[config.mk]
export PLATFORM = sky130hd
export DESIGN_NAME = ps2_key_receiver
export DESIGN_NICKNAME = d
export VERILOG_FILES = /design/src/rtl/ps2_pkg.sv /design/src/rtl/ps2_sync.sv /design/src/rtl/ps2_key_receiver.sv
export SDC_FILE = /design/constraint.sdc
export NUM_CORES = 1
export LEC_CHECK = 0
export CAP_MARGIN = 15
export CORE_MARGIN = 2
export CORE_UTILIZATION = 51
export CTS_CLUSTER_DIAMETER = 50
export DETAILED_ROUTE_END_ITERATION = 16
export PLACE_DENSITY = 0.75
export SETUP_SLACK_MARGIN = 0.05
export SLEW_MARGIN = 20
export SYNTH_ARGS = -nofsm -noshare
export SYNTH_HDL_FRONTEND = slang
export SYNTH_HIERARCHICAL = 1
export SYNTH_SLANG_ARGS = --single-unit
[constraint.sdc]
create_clock -name CLOCK_50 -period 2.74 [get_ports CLOCK_50]
set_clock_uncertainty 0.2 [all_clocks]
set_input_delay 0.548 -clock CLOCK_50 [delete_from_list [all_inputs] [get_ports CLOCK_50]]
set_output_delay 0.548 -clock CLOCK_50 [all_outputs]
set_load 0.02 [all_outputs]
[src/rtl/ps2_pkg.sv]
// Shared PS/2 definitions: receiver FSM states, protocol prefix bytes, frame sizes and game make codes.
package ps2_pkg;

  typedef enum logic [2:0] {
    StIdle,
    StData,
    StParity,
    StStop,
    StDone
  } ps2_state_e;

  localparam logic [7:0] SC_BREAK = 8'hF0;
  localparam logic [7:0] SC_EXT   = 8'hE0;

  localparam int unsigned DATA_BITS  = 8;
  localparam int unsigned FRAME_BITS = 11;

  localparam logic [7:0] KEY_1 = 8'h16;
  localparam logic [7:0] KEY_2 = 8'h1E;
  localparam logic [7:0] KEY_3 = 8'h26;
  localparam logic [7:0] KEY_4 = 8'h25;
  localparam logic [7:0] KEY_Q = 8'h15;
  localparam logic [7:0] KEY_W = 8'h1D;
  localparam logic [7:0] KEY_E = 8'h24;
  localparam logic [7:0] KEY_R = 8'h2D;
  localparam logic [7:0] KEY_A = 8'h1C;
  localparam logic [7:0] KEY_S = 8'h1B;

  // Odd parity holds when data plus parity bit carry an odd number of ones.
  function automatic logic odd_parity_ok(input logic [7:0] data, input logic par);
    return ^{data, par};
  endfunction

endpackage

[src/rtl/ps2_sync.sv]
// Two-flop synchronizers for the raw PS/2 lines plus falling-edge detect on the clock line.
module ps2_sync (
  input  logic i_clk,
  input  logic i_rst_n,
  input  logic i_ps2_clk,
  input  logic i_ps2_dat,
  output logic o_clk_fall,
  output logic o_dat
);

  logic [1:0] r_clk_sync;
  logic [1:0] r_dat_sync;
  logic       r_clk_prev;

  // Idle PS/2 lines are high, so reset to 1 to avoid a false edge on release.
  always_ff @(posedge i_clk or negedge i_rst_n) begin
    if (!i_rst_n) begin
      r_clk_sync <= 2'b11;
      r_dat_sync <= 2'b11;
      r_clk_prev <= 1'b1;
    end else begin
      r_clk_sync <= {r_clk_sync[0], i_ps2_clk};
      r_dat_sync <= {r_dat_sync[0], i_ps2_dat};
      r_clk_prev <= r_clk_sync[1];
    end
  end

  assign o_clk_fall = r_clk_prev & ~r_clk_sync[1];
  assign o_dat      = r_dat_sync[1];

endmodule

[src/rtl/ps2_key_receiver.sv]
// PS/2 keyboard frame receiver with make/break/extended classification and frame timeout.
// Define PS2_PARITY_CHECK_EN to reject frames with bad odd parity.
module ps2_key_receiver
  import ps2_pkg::*;
#(
  parameter int unsigned TIMEOUT_CYCLES = 50000
) (
  input  logic       CLOCK_50,
  input  logic       resetn,
  input  logic       PS2_CLK,
  input  logic       PS2_DAT,
  output logic [7:0] ps2_key_data,
  output logic       ps2_key_pressed,
  output logic [7:0] last_data_received,
  output logic       key_extended,
  output logic       frame_err
);

  localparam int unsigned ToW = $clog2(TIMEOUT_CYCLES + 1);

  logic w_clk_fall;
  logic w_dat;

  ps2_sync u_sync (
    .i_clk      (CLOCK_50),
    .i_rst_n    (resetn),
    .i_ps2_clk  (PS2_CLK),
    .i_ps2_dat  (PS2_DAT),
    .o_clk_fall (w_clk_fall),
    .o_dat      (w_dat)
  );

  ps2_state_e       r_state,     w_state_d;
  logic [2:0]       r_bit_cnt,   w_bit_cnt_d;
  logic [7:0]       r_shift,     w_shift_d;
  logic             r_parity,    w_parity_d;
  logic [ToW-1:0]   r_timeout,   w_timeout_d;
  logic [ToW-1:0]   w_timeout_inc;
  logic             r_break,     w_break_d;
  logic             r_ext,       w_ext_d;
  logic [7:0]       r_key_data,  w_key_data_d;
  logic             r_key_ext,   w_key_ext_d;
  logic             r_pressed,   w_pressed_d;
  logic [7:0]       r_last_data, w_last_data_d;
  logic             r_ferr,      w_ferr_d;

  always_comb begin
    w_state_d     = r_state;
    w_bit_cnt_d   = r_bit_cnt;
    w_shift_d     = r_shift;
    w_parity_d    = r_parity;
    w_timeout_d   = '0;
    w_break_d     = r_break;
    w_ext_d       = r_ext;
    w_key_data_d  = r_key_data;
    w_key_ext_d   = r_key_ext;
    w_pressed_d   = 1'b0;
    w_ferr_d      = 1'b0;
    w_last_data_d = r_pressed ? r_key_data : r_last_data;
    w_timeout_inc = r_timeout + ToW'(1);

    unique case (r_state)
      StIdle: begin
        w_bit_cnt_d = '0;
        if (w_clk_fall && !w_dat) w_state_d = StData;
      end
      StData, StParity, StStop: begin
        if (w_clk_fall) begin
          if (r_state == StData) begin
            w_shift_d   = {w_dat, r_shift[7:1]};
            w_bit_cnt_d = r_bit_cnt + 3'd1;
            if (r_bit_cnt == 3'(DATA_BITS - 1)) w_state_d = StParity;
          end else if (r_state == StParity) begin
            w_parity_d = w_dat;
            w_state_d  = StStop;
          end else if (!w_dat) begin
            w_ferr_d  = 1'b1;
            w_state_d = StIdle;
`ifdef PS2_PARITY_CHECK_EN
          end else if (!odd_parity_ok(r_shift, r_parity)) begin
            w_ferr_d  = 1'b1;
            w_state_d = StIdle;
`endif
          end else begin
            w_state_d = StDone;
          end
        end else if (w_timeout_inc == ToW'(TIMEOUT_CYCLES)) begin
          // Stalled keyboard: drop the partial byte and any pending prefix.
          w_state_d = StIdle;
          w_ferr_d  = 1'b1;
          w_shift_d = '0;
          w_break_d = 1'b0;
          w_ext_d   = 1'b0;
        end else begin
          w_timeout_d = w_timeout_inc;
        end
      end
      StDone: begin
        w_state_d = StIdle;
        if (r_shift == SC_BREAK) begin
          w_break_d = 1'b1;
        end else if (r_shift == SC_EXT) begin
          w_ext_d = 1'b1;
        end else if (r_break) begin
          w_break_d = 1'b0;
          w_ext_d   = 1'b0;
        end else begin
          w_pressed_d  = 1'b1;
          w_key_data_d = r_shift;
          w_key_ext_d  = r_ext;
          w_ext_d      = 1'b0;
        end
      end
      default: w_state_d = StIdle;
    endcase
  end

  always_ff @(posedge CLOCK_50 or negedge resetn) begin
    if (!resetn) begin
      r_state     <= StIdle;
      r_bit_cnt   <= '0;
      r_shift     <= '0;
      r_parity    <= 1'b0;
      r_timeout   <= '0;
      r_break     <= 1'b0;
      r_ext       <= 1'b0;
      r_key_data  <= '0;
      r_key_ext   <= 1'b0;
      r_pressed   <= 1'b0;
      r_last_data <= '0;
      r_ferr      <= 1'b0;
    end else begin
      r_state     <= w_state_d;
      r_bit_cnt   <= w_bit_cnt_d;
      r_shift     <= w_shift_d;
      r_parity    <= w_parity_d;
      r_timeout   <= w_timeout_d;
      r_break     <= w_break_d;
      r_ext       <= w_ext_d;
      r_key_data  <= w_key_data_d;
      r_key_ext   <= w_key_ext_d;
      r_pressed   <= w_pressed_d;
      r_last_data <= w_last_data_d;
      r_ferr      <= w_ferr_d;
    end
  end

  assign ps2_key_data       = r_key_data;
  assign ps2_key_pressed    = r_pressed;
  assign last_data_received = r_last_data;
  assign key_extended       = r_key_ext;
  assign frame_err          = r_ferr;

endmodule

======== Yosys cells after proc, flatten, opt, wreduce, memory -nomap -nowiden ========
Cells that the tools add are included.
word-level totals
  flip-flop bits (word level) ............. 56
  output and inout bits ................... 19
  word-level logic and storage cells ...... 87
cells by class
  add/subtract/negate cells ............... 2
  equality and inequality tests ........... 18
  multiplexer cells ....................... 35
  bitwise operators ....................... 5
  reductions and logical operators ........ 13
operator list
  cell                                                 count
  two-way mux 16 bit                                   3
  two-way mux 3 bit                                    9
  two-way mux 8 bit                                    3
  adder 16 x 1 -> 16 bit, second input constant        1
  equality test 16 bit, second input constant          1
  equality test 8 bit, second input constant           2
  two-way mux 1 bit                                    16
  != test 2 bit, second input constant                 6
  case mux 3 bit (2 select lines)                      2
  AND reduction 4 bit                                  3
  AND reduction 3 bit                                  3
  equality test 3 x 2 -> 1 bit, second input constant  2
  equality test 3 bit, second input constant           2
  != test 3 bit, second input constant                 2
  nonzero test 2 bit                                   3
  != test 4 bit, second input constant                 1
  inverter 1 bit                                       4
  case mux 1 bit (2 select lines)                      2
  adder 3 x 1 -> 3 bit, second input constant          1
  equality test 3 x 1 -> 1 bit, second input constant  1
  logical NOT 3 bit                                    1
  OR reduction 3 bit                                   1
  != test 2 x 1 -> 1 bit, second input constant        1
  AND 1 bit                                            1
  other kinds (2)                                      2

======== Depth between registers and ports, before layout ========
Gate-level depths: netlist (run 1).
  depth after elaboration ................. 5
  mapped depth ............................ 8

======== Cells and area by module ========
Netlist (run 1), hierarchy kept.
modules (own cells, without submodules)
  module            instances  cells each  area each (sq um)  sequential area each (sq um)
  ps2_key_receiver  1          196         2,284.7            1,276.2
  ps2_sync          1          6           145.1              131.4

======== Worst setup path after synthesis (run 1) ========
No wires, ideal clock.
  kind .................................... register -> register
  start point ............................. register r_timeout[0]
  end point ............................... register r_timeout[14]
  arrival time ............................ 2,239 ps
  slack ................................... 169 ps
  cell stages (with the launch flop) ...... 9
  buffers on the path ..................... 1
  clock period less this slack ............ 2,571 ps
  cell sequence ........................... dfrtp_1 ha_1 nand2_1 or4bb_1 a221o_1 a2111oi_4 or2b_1 buf_6 nor2_1
on the way
  cells in the longest elaborated chain, start to end .. 5
RTL lines
  what                        RTL line                 text
  start: declaration          ps2_key_receiver.sv:37   logic [ToW-1:0] r_timeout, w_timeout_d;
  start signal: assignment    ps2_key_receiver.sv:137  r_timeout <= w_timeout_d;
  adder 16 x 1 -> 16 bit (*)  ps2_key_receiver.sv:60   w_timeout_inc = r_timeout + ToW'(1);
  equality test 16 bit        ps2_key_receiver.sv:87   end else if (w_timeout_inc == ToW'(TIMEOUT_CYCLES)) begin
  two-way mux 16 bit (*)      ps2_key_receiver.sv:87
  two-way mux 16 bit (*)      ps2_key_receiver.sv:68   if (w_clk_fall) begin
  two-way mux 16 bit (*)      ps2_key_receiver.sv:62   unique case (r_state)
  via w_timeout_d[14]         ps2_key_receiver.sv:37
Mark *: on every way through the listed nets, which the timed path passes. The rest lies on a longest branch.
A chain may end at the register's enable or synchronous reset.

======== Worst setup path in the final report (run 1) ========
  start point ............................. register r_timeout[0]
  end point ............................... register r_shift[2]
on the way
  cells in the longest elaborated chain, start to end .. 4
RTL lines
  what                                  RTL line                 text
  adder 16 x 1 -> 16 bit                ps2_key_receiver.sv:60
  equality test 16 bit                  ps2_key_receiver.sv:87
  nonzero test 2 bit (no source line)   n/a
  AND reduction 3 bit (no source line)  n/a
  end signal: assignment                ps2_key_receiver.sv:135  r_shift <= w_shift_d;
  end: declaration                      ps2_key_receiver.sv:35   logic [7:0] r_shift, w_shift_d;
Every way passes these cells.

==> results of run 1 <==
metrics by stage:
step | util | area (um2) | total power, W | hold slack (ps) | cells
after global routing | 0.610 | 2840 | 0.00159 | 48.8 | 287
final | 0.610 | 2840 | 0.00151 | 21.7 | 287
after global placement | 0.587 | 2740 | 0.00108 | 146 | 278
after CTS | 0.606 | 2820 | 0.00153 | 25.6 | 286
after detailed placement | 0.587 | 2740 | 0.00108 | 147 | 278
after floorplan | - | 2430 | 0.00102 | 52.4 | 202
worst max-delay path: cells and delay by family, from the launching register on:
kind | cells | cell delay (ps)
AOI/OAI and AO/OA | 4 | 990
and+or+nand+nor | 2 | 590
DFF | 1 | 400
adders and majority gates | 1 | 220
where the power goes:
group,switching (W),internal (W)
clock,0.000252,0.000182
combinational,0.0000647,0.0000670
sequential,0.0000606,0.000880
total,0.000378,0.00113
per-layer routing:
layer  vias to the layer above  wire, um
met4                         0        56
li1                        785         -
met5                         -         0
met3                         5       132
met2                        29      1990
met1                       770      1860
flip-flops by register name, summed over array words and instances (netlist names), 2 cells and up:
signal	flops
r_state	3
last_data_received	8
ps2_key_data	8
u_sync/r_dat_sync	2
u_sync/r_clk_sync	2
r_bit_cnt	3
r_timeout	16
r_shift	8
worst paths after layout:
path | start | end | cells past startpoint | slack (ps)
setup / recovery | r_timeout[0] | r_shift[2] | 7 | 240
hold / removal | resetn | r_bit_cnt[1] | 1 | 20
setup reg to reg | r_timeout[0] | r_shift[2] | 7 | 240
hold reg to reg | u_sync/r_clk_sync[0] | u_sync/r_clk_sync[1] | 0 | 150
max in group asynchronous | resetn | u_sync/r_clk_sync[0] | 2 | 1610
min in group CLOCK_50 | u_sync/r_clk_sync[0] | u_sync/r_clk_sync[1] | 0 | 150
kinds of logic after synthesis:
group | Yosys count
AOI/OAI and AO/OA | 29
DFF | 56
adders and majority gates | 3
xor gates and xnor gates | 13
muxes | 18
and+or+nand+nor | 71
buffers and inverters | 12
area by class of cell:
cell class	instances	area share
sequential	56	0.495
clock inverter	2	0.00572
clock buffer	6	0.0255
multi-input combinational	134	0.345
tap	54	0.0238
inverter	7	0.00924
timing repair buffer	28	0.0960
placed cells by master (no fill, tap or decap), types with 5 or more instances in the layout:
cell	n
nand2_1	12
dfstp_2	5
mux2_2	17
xnor2_1	6
nor2_1	22
dfrtp_1	51
clkdlybuf4s50_1	21
inv_1	7
buf_4	5
xor2_1	7
a22o_1	11
nand3_1	11
clkbuf_8	5
timing repair:
action                     CTS  global route
resized for setup            0             2
setup endpoints to repair    0            28
buffers inserted             0             1
==> results.md, run 1 <==
* Pin count of the biggest net entering global routing at 27
* Status: complete, no violations
* Vias at 1589
* DIE AREA at 5330 um2
* Global route overflow at 0
* CTS Hold Bufs at 0
* PD cells at 530 nW/um2
* Post-Synth XOR/XNOR Area at 0.0469
* Mux cell area share after synthesis at 0.0829
* Yosys top cell by area: dfrtp_1
* FFs w/ async S/R, synth at 1.00
* Row cnt at 25
* First-pass GRT wire length at 6830 um
* Post-Synthesis Cells at 202
* Slew Limit Fails at 0
* Die span in x at 73.0 um
* Ys Warns at 6
* Post-synthesis compound-gate area fraction at 0.0994
* Initial antenna violation count at 0
* Root buf cell: clkbuf_8
* CTS buffer count at 5
* Crit start category: register
* Period utilization at 0.913
* PortBufs at 22
* Vias per cell at 5.54
* CTS Sinks at 56
* Max Clock Freq at 400 MHz
* Crit path arrival time at 2500 ps
* Adder-cell share of the synthesized area at 0.0154
* Number of nets with antenna violations after routing at 0
* I/O Pins at 23
* Library cells used by synthesis at 41
* Clock transition at the registers of the reported paths at 90 ps
* #FFs+latches synth at 56
* H-tree levels at 2
* Final HPWL DP at 2850 um
* Crit. End Element: register
* Data required, critical path at 2740 ps
* Post-synth EDFFs at 0
* Core area at 4660 um2
* GRT met3 Usage at 0.0456
* Mapped Area at 2430 um2
* Most common cell in the netlist: dfrtp_1
* Relative slew slack at 0.478
* RSZ-0062 raised after global routing: no
* Global Route met2 Usage at 0.270
* Slew @ Worst Pin at 780 ps
* Most Used Layer, Global Route: met2
* CP max stage cell: or4bb_1
* Final Wtd Congestion at 0.902
* Chip height at 73.0 um
* Endpoints failing hold at 0
* Worst path max stage delay at 480 ps
* Drt first pass iters at 4
* TNS Setup at 0 ps
* Initial Util at 0.521
* Diode count at 0
* Area Overhead vs Synth at 17.0%
* Syn_nets at 209
* Final setup vio count at 0
* Critical path, cell by cell: ha_2 > nand2_1 > or4bb_1 > a221o_1 > a2111oi_4 > a21oi_2 > a22o_1
* Area of the multi-input gates at 980 um2
* Avg Cell Area, Syn at 12.0 um2
* Vias in the first global route at 1486
* Area share of the largest cell type after synthesis at 0.525
* Final setup margin at 238 ps
* Largest family of logic cells by synthesized area: simple AND/OR/NAND/NOR gates
* Area share of and/or/nand/nor cells after synthesis at 0.154
* Nets at 239
* VDD IR max at 0.314 mV
* Flip-flop and latch area at 1410 um2
* TritonCTS clock tree: yes
* Initial DRC count at 156
* Post-synth top flop: dfrtp_1
* Synth area leaders: dfrtp_1 53%, mux2_2 7.9%, dfstp_2 5.4%
* Max Cap Viol at 0
* Synth top cells by count: 51 x dfrtp_1, 22 x nor2_1, 17 x mux2_2, 12 x nand2_1
* DR WL/cell at 14.1 um
* # fillers at 373
* Min Clock Period, post-route at 2500 ps
* LEAKAGE at 1.27 nW
* DRC at 0
* Overall routed net length at 4040 um
* Min-Delay Path Class: input pin to async pin
* Worst-Skew Late Latency at 300 ps
* Pre-CTS setup slack at 127 ps
* Global routing usage on met1 at 0.216
* Total Routing Usage GR at 0.168
* Clk buf depth at 2
* Seq/Total Area, Yosys at 0.579
* Layout cells sized above 1 at 0.189
* Max FO, Critical Path at 8
* Setup CP Type: register to register
Power figures use the tool's default switching activity.
==> run 2, diff against run 1 <==
--- a/config.mk
+++ b/config.mk
@@ -6,11 +6,13 @@
 export NUM_CORES = 1
 export LEC_CHECK = 0
 export CAP_MARGIN = 15
+export CELL_PAD_IN_SITES_DETAIL_PLACEMENT = 0
+export CELL_PAD_IN_SITES_GLOBAL_PLACEMENT = 1
 export CORE_MARGIN = 2
-export CORE_UTILIZATION = 51
+export CORE_UTILIZATION = 41
 export CTS_CLUSTER_DIAMETER = 50
 export DETAILED_ROUTE_END_ITERATION = 16
-export PLACE_DENSITY = 0.75
+export PLACE_DENSITY_LB_ADDON = 0.1
 export SETUP_SLACK_MARGIN = 0.05
 export SLEW_MARGIN = 20
 export SYNTH_ARGS = -nofsm -noshare
==> run 2 against run 1 <==
Via count increased by 2.0%. Non-clock buffer count did not move. Register-to-register slack got worse by 50 ps. Global-route usage is 2.0 points lower. Total power grew 1.7%. Clock power is 3% higher. Cell count grew 7.3%. Die area is 23% higher. Count of clock-buffer cells in the layout unchanged. Critical path type unchanged. Highest routed layer unchanged.
==> results.md, run 2 (same netlist as run 1, synthesis figures left out) <==
* Status: complete, no violations
* Diode count at 0
* TNS Setup at 0 ps
* LEAKAGE at 1.28 nW
* Endpoints failing hold at 0
* Max Cap Viol at 0
* Max reg flops at 16
* Max Clock Freq at 391 MHz
* Drt first pass iters at 4
* Reg2Reg Setup Slack at 190 ps
* First-pass GRT wire length at 7420 um
* Clock transition at the registers of the reported paths at 100 ps
* Root buf cell: clkbuf_8
* Relative slew slack at 0.439
* Min Clock Period, post-route at 2550 ps
* Reg with most FFs: r_timeout
* Period utilization at 0.932
* Layout cells sized above 1 at 0.197
* Crit path from: r_timeout[1]
* Min-Delay Path Class: input pin to async pin
* # fillers at 542
* Core area at 5820 um2
* Initial antenna violation count at 0
* Area of the multi-input gates at 1010 um2
* CTS buffer count at 5
* Setup CP Type: register to register
* Most frequent cells in the layout: 51 x dfrtp_1, 22 x nor2_1, 21 x clkdlybuf4s50_1
* Nets at 239
* Overall routed net length at 4510 um
* Die span in x at 81.0 um
* Slew @ Worst Pin at 838 ps
* Reg2reg end: r_break
* Crit path arrival time at 2550 ps
* Worst Hold Slack at 23.6 ps
* CTS Sinks at 56
* Area Overhead vs Synth at 19.7%
* Final HPWL DP at 3140 um
* Pin count of the biggest net entering global routing at 57
* Crit start category: register
* Final setup vio count at 0
* R2R Path Start: r_timeout[1]
* Crit path to: r_break
* Data required, critical path at 2740 ps
* Vias in the first global route at 1605
* Initial DRC count at 62
* Max FO, Critical Path at 5
* Worst-Skew Late Latency at 310 ps
* Crit. End Element: register
* Total Routing Usage GR at 0.148
* VDD IR max at 0.244 mV
* DIE AREA at 6560 um2
* Final Wtd Congestion at 0.826
* I/O Pins at 23
* Global route overflow at 0
* Clk buf depth at 2
* Worst r2r path cells at 8
* RSZ-0062 raised after global routing: no
* DR WL/cell at 14.6 um
* Final core utilization at 0.500
* Flip-flop and latch area at 1410 um2
* Row cnt at 28
* TritonCTS clock tree: yes
* DRC at 0
* CTS Hold Bufs at 0
* Vias at 1620
* Number of nets with antenna violations after routing at 0
* H-tree levels at 2
* PortBufs at 22
* Slew Limit Fails at 0
* Most common cell after layout, fill and taps aside: dfrtp_1
* PD cells at 527 nW/um2
* Chip height at 81.0 um
* Vias per cell at 5.26
* Initial Util at 0.418
==> run 2: how the worst min path moves through the flow <==
stage	to	slack [ps]	cells past startpoint
global placement	u_sync/r_clk_sync[1]	150	0
detailed placement	u_sync/r_clk_sync[1]	150	0
CTS	r_state[2]	30	2
finish	r_bit_cnt[2]	20	2
global route	r_state[2]	40	2
floorplan	frame_err	50	0
==> run 2: power by group <==
| part | total, W | switching, W | leakage (nW) | internal [W] |
|---|---|---|---|---|
| clock | 0.000448 | 0.000266 | 0.0414 | 0.000182 |
| sequential | 0.000944 | 0.0000638 | 0.756 | 0.000880 |
| combinational | 0.000140 | 0.0000683 | 0.480 | 0.0000716 |
==> run 2: worst max-delay path, stage by stage (launching register included) <==
cell       delay, ps
dfrtp_1          460
ha_4             190
nand2_2           80
or4bb_1          470
a221o_1          300
a2111oi_4        330
buf_4            200
and2_1           140
o21ai_0           80
==> run 2: cell type report <==
| class | count | share of cell area |
|---|---|---|
| timing repair buffer | 28 | 0.0981 |
| multi-input combinational | 134 | 0.346 |
| sequential | 56 | 0.484 |
| clock inverter | 2 | 0.00559 |
| inverter | 7 | 0.00904 |
| tap | 75 | 0.0323 |
| clock buffer | 6 | 0.0250 |
==> run 2: per-stage QoR <==
step	instances	power, W	area (um2)	setup WS [ps]
final	308	0.00153	2910	186
after global routing	308	0.00161	2910	67.2
after CTS	307	0.00154	2860	93.3
after detailed placement	299	0.00109	2770	96.5
after global placement	299	0.00108	2770	159
after floorplan	202	0.00102	2430	169
==> run 2: what timing repair did <==
item,CTS,global route
gates resized for setup,0,6
endpoints found under the setup margin,0,28
setup buffers,0,1
==> run 2: layer usage <==
layer / vias to the layer above / track usage / share of wire
met2: 13 / 0.242 / 0.49
li1: 782 / - / -
met5: - / 0 / 0
met3: 5 / 0.0400 / 0.026
met4: 0 / 0.0458 / 0.011
met1: 820 / 0.192 / 0.47
